===== src/rtl/motor_drive.sv =====
// motor_drive: steering state to slew-limited per-wheel PWM and direction with lost-line recovery
module motor_drive #(
  parameter int PWM_BITS = 10,
  parameter int PWM_PERIOD = 1000,
  parameter int DUTY_FAST = 800,
  parameter int DUTY_SLOW = 500,
  parameter int DUTY_SHARP = 300,
  parameter int RAMP_STEP = 50,
  parameter int LOST_TIMEOUT = 50000,
  parameter int SEARCH_TIMEOUT = 2000000
) (
  input  logic       clk,
  input  logic       reset,
  input  logic [2:0] state,
  output logic       pwm_left,
  output logic       pwm_right,
  output logic       dir_left,
  output logic       dir_right,
  output logic [1:0] mode
);
  typedef enum logic [1:0] {TRACK = 2'b00, LOST_WAIT = 2'b01, SEARCH = 2'b10, HALT = 2'b11} mode_t;
  localparam int LW = $clog2(LOST_TIMEOUT + 1);
  localparam int SW = $clog2(SEARCH_TIMEOUT + 1);
  localparam logic [PWM_BITS-1:0] ZERO = '0;
  localparam logic [PWM_BITS-1:0] CNT_MAX = PWM_BITS'(PWM_PERIOD - 1);
  localparam logic [PWM_BITS-1:0] FAST = PWM_BITS'(DUTY_FAST);
  localparam logic [PWM_BITS-1:0] SLOW = PWM_BITS'(DUTY_SLOW);
  localparam logic [PWM_BITS-1:0] SHARP = PWM_BITS'(DUTY_SHARP);
  localparam logic [PWM_BITS-1:0] STEP = PWM_BITS'(RAMP_STEP);
  localparam logic [LW-1:0] LOST_MAX = LW'(LOST_TIMEOUT);
  localparam logic [SW-1:0] SEARCH_LAST = SW'(SEARCH_TIMEOUT - 1);
  mode_t fsm;
  logic [PWM_BITS-1:0] cnt, duty_left, duty_right, tgt_duty_left, tgt_duty_right;
  logic [PWM_BITS-1:0] cmd_duty_left, cmd_duty_right;
  logic tgt_dir_left, tgt_dir_right, last_turn, go, wrap;
  logic [2:0] cmd;
  logic [LW-1:0] lost_cnt;
  logic [SW-1:0] search_cnt;
  function automatic logic [PWM_BITS:0] ramp(input logic dir, input logic [PWM_BITS-1:0] duty,
                                             input logic tdir, input logic [PWM_BITS-1:0] tduty);
    if (dir != tdir) return (duty == ZERO) ? {tdir, ZERO} : {dir, (duty > STEP) ? duty - STEP : ZERO};
    if (tduty > duty) return {dir, (tduty - duty > STEP) ? duty + STEP : tduty};
    return {dir, (duty - tduty > STEP) ? duty - STEP : tduty};
  endfunction
  assign mode = fsm;
  always_comb begin
    go = (state != 3'b011) && !(state[2] && state[1]);
    wrap = cnt == CNT_MAX;
    cmd = go ? state : {2'b10, last_turn};
    cmd_duty_left = (cmd == 3'b100) ? SHARP : (cmd == 3'b000) ? SLOW : FAST;
    cmd_duty_right = (cmd == 3'b101) ? SHARP : (cmd == 3'b001) ? SLOW : FAST;
  end
  always_ff @(posedge clk) begin
    if (!reset) begin
      cnt <= ZERO;
      duty_left <= ZERO;
      duty_right <= ZERO;
      tgt_duty_left <= ZERO;
      tgt_duty_right <= ZERO;
      tgt_dir_left <= 1'b1;
      tgt_dir_right <= 1'b1;
      dir_left <= 1'b1;
      dir_right <= 1'b1;
      pwm_left <= 1'b0;
      pwm_right <= 1'b0;
      fsm <= TRACK;
      last_turn <= 1'b0;
      lost_cnt <= '0;
      search_cnt <= '0;
    end else begin
      cnt <= wrap ? ZERO : cnt + 1'b1;
      pwm_left <= cnt < duty_left;
      pwm_right <= cnt < duty_right;
      if (wrap) begin
        {dir_left, duty_left} <= ramp(dir_left, duty_left, tgt_dir_left, tgt_duty_left);
        {dir_right, duty_right} <= ramp(dir_right, duty_right, tgt_dir_right, tgt_duty_right);
      end
      if (go) begin
        fsm <= TRACK;
        if (state != 3'b010) last_turn <= state[0];
      end else if (fsm == TRACK) begin
        fsm <= LOST_WAIT;
        lost_cnt <= LW'(1);
      end else if (fsm == LOST_WAIT) begin
        lost_cnt <= lost_cnt + 1'b1;
        if (lost_cnt == LOST_MAX) begin
          fsm <= SEARCH;
          search_cnt <= '0;
        end
      end else if (fsm == SEARCH) begin
        search_cnt <= search_cnt + 1'b1;
        if (search_cnt == SEARCH_LAST) fsm <= HALT;
      end
      if (go || fsm == SEARCH) begin
        tgt_dir_left <= cmd != 3'b100;
        tgt_dir_right <= cmd != 3'b101;
        tgt_duty_left <= cmd_duty_left;
        tgt_duty_right <= cmd_duty_right;
      end else if (fsm == HALT) begin
        tgt_duty_left <= ZERO;
        tgt_duty_right <= ZERO;
      end
    end
  end
endmodule


===== config.mk =====
export PLATFORM = sky130hd
export DESIGN_NAME = motor_drive
export DESIGN_NICKNAME = d
export VERILOG_FILES = /design/src/rtl/motor_drive.sv
export SDC_FILE = /design/constraint.sdc
export NUM_CORES = 1
export LEC_CHECK = 0
export ABC_AREA = 1
export CAP_MARGIN = 20
export CELL_PAD_IN_SITES_DETAIL_PLACEMENT = 1
export CELL_PAD_IN_SITES_GLOBAL_PLACEMENT = 2
export CORE_ASPECT_RATIO = 1.75
export CORE_MARGIN = 2
export CORE_UTILIZATION = 39
export CTS_BUF_LIST = sky130_fd_sc_hd__clkbuf_4 sky130_fd_sc_hd__clkbuf_8
export CTS_CLUSTER_DIAMETER = 200
export DETAILED_ROUTE_END_ITERATION = 6
export PLACE_DENSITY_LB_ADDON = 0.1
export SLEW_MARGIN = 15
export SYNTH_ARGS = -nofsm -noshare
export SYNTH_HDL_FRONTEND = slang
export SYNTH_SLANG_ARGS = --single-unit

===== constraint.sdc =====
create_clock -name clk -period 3.6 [get_ports clk]
set_clock_uncertainty 0.15 [all_clocks]
set_input_delay 0.54 -clock clk [delete_from_list [all_inputs] [get_ports clk]]
set_output_delay 0.54 -clock clk [all_outputs]
set_load 0.05 [all_outputs]

==> flow_summary.json <==
{
  "synthSimpleGateAreaFrac_pct": 37.50,
  "post-cts-setup-buffers": 0,
  "cts_made_buffers": 9,
  "first_pass_iters": 4,
  "yosysWarnings": 0,
  "track_usage_pct": 25.33,
  "routed_wl_um": 24230,
  "area_growth_pct": 8.081,
  "fin_crit_ns": 2.937,
  "seqPwrFrac_pct": 43.6,
  "hold_buffers": 0,
  "grt_pass1_vias": 7888,
  "multiInputGateArea_mm2": 0.004858,
  "clk-insertion-delay-late_ns": 0.38,
  "synth-seq-cells": 83,
  "synthFlopType": "dfxtp_1",
  "synthCells": 1165,
  "drc": 0,
  "viasPerCell": 5.336,
  "htree_levels": 3,
  "globalplace.congestion": 0.8920,
  "max_freq_ghz": 0.3405,
  "cp-start-kind": "register",
  "cts_tree": "yes",
  "period_share_pct": 81.58,
  "routedWlPerCell_um": 17.05,
  "worstHoldPathType": "register to register",
  "cellLeakagePower_nw": 3.736,
  "fin_tns_setup_ns": 0,
  "synth_top_family_by_area": "simple AND/OR/NAND/NOR gates",
  "core-area_mm2": 0.01850,
  "antenna_found_initial": 0,
  "dieWidth_um": 107.6,
  "synth_compound_area_share_pct": 11.62,
  "syn_area_per_cell_um2": 6.286,
  "synth_common_cells": "nand2_1, inv_1, nand3_1, a21oi_1, dfxtp_1",
  "yosys-top-cells-area": "dfxtp_1, nand2_1, ha_1",
  "crit_type": "register to register",
  "path_max_fanout": 12,
  "fin_cells": 1421,
  "register_area_mm2": 0.001662,
  "synth_most_common_cell": "nand2_1",
  "ir_drop_mv": 0.1821,
  "clkTransAtPathRegs_ns": 0.09,
  "intPower_mw": 1.426,
  "netlist_area_mm2": 0.007323,
  "final_nets": 1252,
  "ys_async_sr_fraction_pct": 0,
  "cts_resized": 0,
  "synthMuxAreaShare_pct": 0,
  "vias": 7583,
  "worstPathArrival_ns": 3.10,
  "grt_pass1_wl_um": 39340,
  "row_count": 66,
  "place_inst": 1405,
  "power_switching_mw": 0.7740,
  "grt_overflow": 0,
  "rsz0062_at_grt": "no",
  "fp.dieH_um": 185.3,
  "synthAdderAreaFrac_pct": 12.20,
  "synth_fp_nets": 1239,
  "clkPwrFrac_pct": 31.7,
  "ios": 11,
  "finalSetupViolCount": 0,
  "p_comb_share_pct": 24.7,
  "ant_nets": 0,
  "status": "finished, final reports clean",
  "start_util_pct": 39.59,
  "synth_top_cell_area_share_pct": 22.69,
  "diodes": 0,
  "slew_headroom_pct": 55.37,
  "drive_above_1_share_pct": 5.579,
  "cp-end-kind": "register",
  "switching_share_pct": 35.18,
  "powerDensity_mw_per_mm2": 278.0,
  "clock_sinks": 83,
  "cap_violations": 0,
  "hold_violations": 0,
  "yosysUniqueCellTypes": 39,
  "slew_violations": 0,
  "synth.largest_area_cell": "dfxtp_1",
  "ys_seq_area_share_pct": 22.69,
  "worstPathRequired_ns": 3.76,
  "tightest_slew_ns": 0.6671,
  "io_buffer_count": 10,
  "drtIter0Drc": 304,
  "fill_cells": 2561,
  "grt_max_degree": 27,
  "die_area_mm2": 0.01993,
  "synth_xor_area_share_pct": 5.023,
  "synth_edf_count": 0,
  "hpwlAfterDp_um": 19920,
  "cts_buffer_depth": 2,
  "clockRootBuffer": "clkbuf_8"
}
-- metal layers --
layer,GRT usage [%],vias to the layer above,wire length [um],share of wire (%)
li1,-,3807,-,-
met1,25.60,3655,9409,39
met2,51.85,75,13810,57
met3,1.935,46,268,1.1
met4,9.641,0,743,3.1
met5,0,-,0,0
-- worst max-delay path, cell delays in order (launching register included) --
cell and delay [ns]:
dfxtp_1 0.52, inv_1 0.22, ha_1 0.50, nand2_1 0.18
nor4_1 0.34, a21oi_1 0.07, buf_4 0.19, inv_1 0.26
nand2_1 0.13, nand3_1 0.10, nand3_1 0.07, a21oi_1 0.13
-- final cells by class --
| cell class | count | area share (%) |
|---|---|---|
| well taps | 238 | 3.762 |
| clock inverters | 3 | 0.2687 |
| inverters | 192 | 9.105 |
| repair buffers | 21 | 2.308 |
| flip-flops and latches | 83 | 20.99 |
| multi-input cells | 871 | 61.38 |
| clock buffers | 13 | 2.181 |
-- state kept, by name, summed over array words and instances, names as in the netlist --
register	flops
cnt	10
dir_left	1
dir_right	1
duty_left	9
duty_right	9
last_turn	1
lost_cnt	16
mode	2
pwm_left	1
pwm_right	1
search_cnt	21
tgt_dir_left	1
tgt_dir_right	1
tgt_duty_left	5
tgt_duty_right	4
-- layout by cell type (no fill, tap or decap), drive strengths merged, types with 2 or more instances in the layout --
cell           instances
nand2                302
dfxtp                 83
o31ai                  2
o21a                   5
inv                  189
xor2                  36
nor3                  30
or2                    4
nor2                  81
nand3                132
nand4                 35
nand3b                 3
o21ai                 51
clkdlybuf4s50         10
nor3b                  2
a21oi                 92
a21o                   2
fa                     4
ha                    65
a211oi                 3
nor4                  10
buf                   11
clkbuf                13
xnor2                  6
clkinv                 5
-- path summary, 6_finish.rpt --
| kind | from | endpoint | slack (ns) | cells past startpoint |
|---|---|---|---|---|
| min | cnt[0]$_SDFF_PP0_ | cnt[0]$_SDFF_PP0_ | 0.31 | 1 |
| min reg2reg | cnt[0]$_SDFF_PP0_ | cnt[0]$_SDFF_PP0_ | 0.31 | 1 |
| max | duty_right[4]$_SDFFE_PN0N_ | duty_right[3]$_SDFFE_PN0N_ | 0.66 | 11 |
| max reg2reg | duty_right[4]$_SDFFE_PN0N_ | duty_right[3]$_SDFFE_PN0N_ | 0.66 | 11 |
-- stage by stage --
stage	hold WS [ns]	area, um2	power, mW	setup slack, ns	utilization [%]
after floorplan	0.2675	7323	1.375	1.185	-
final	0.3099	7915	2.200	0.6630	42.79
after global routing	0.3355	7915	2.324	0.3836	42.79
after global placement	0.2864	7721	1.520	0.6583	41.74
after detailed placement	0.2932	7721	1.528	0.6671	41.74
after CTS	0.3142	7915	2.228	0.6535	42.79
-- power groups by stage --
stage | registers [mW] | clock network, mW | logic, mW
2_1_floorplan | 0.978 | 0 | 0.397
3_3_place_gp | 0.981 | 0 | 0.540
3_5_place_dp | 0.981 | 0 | 0.547
4_1_cts | 0.959 | 0.719 | 0.550
5_1_grt | 0.962 | 0.746 | 0.616
6_report | 0.959 | 0.696 | 0.545
-- logic make-up (layout without fill, tap and decap cells) --
family / Yosys count / in the layout
adder cells (fa/ha/maj): 69 / 69
buffers and inverters: 211 / 229
XOR/XNOR: 42 / 42
AO/OA/AOI/OAI: 161 / 161
AND/OR/NAND/NOR: 599 / 599
flip-flops: 83 / 83
(Power assumes the default switching activity.)
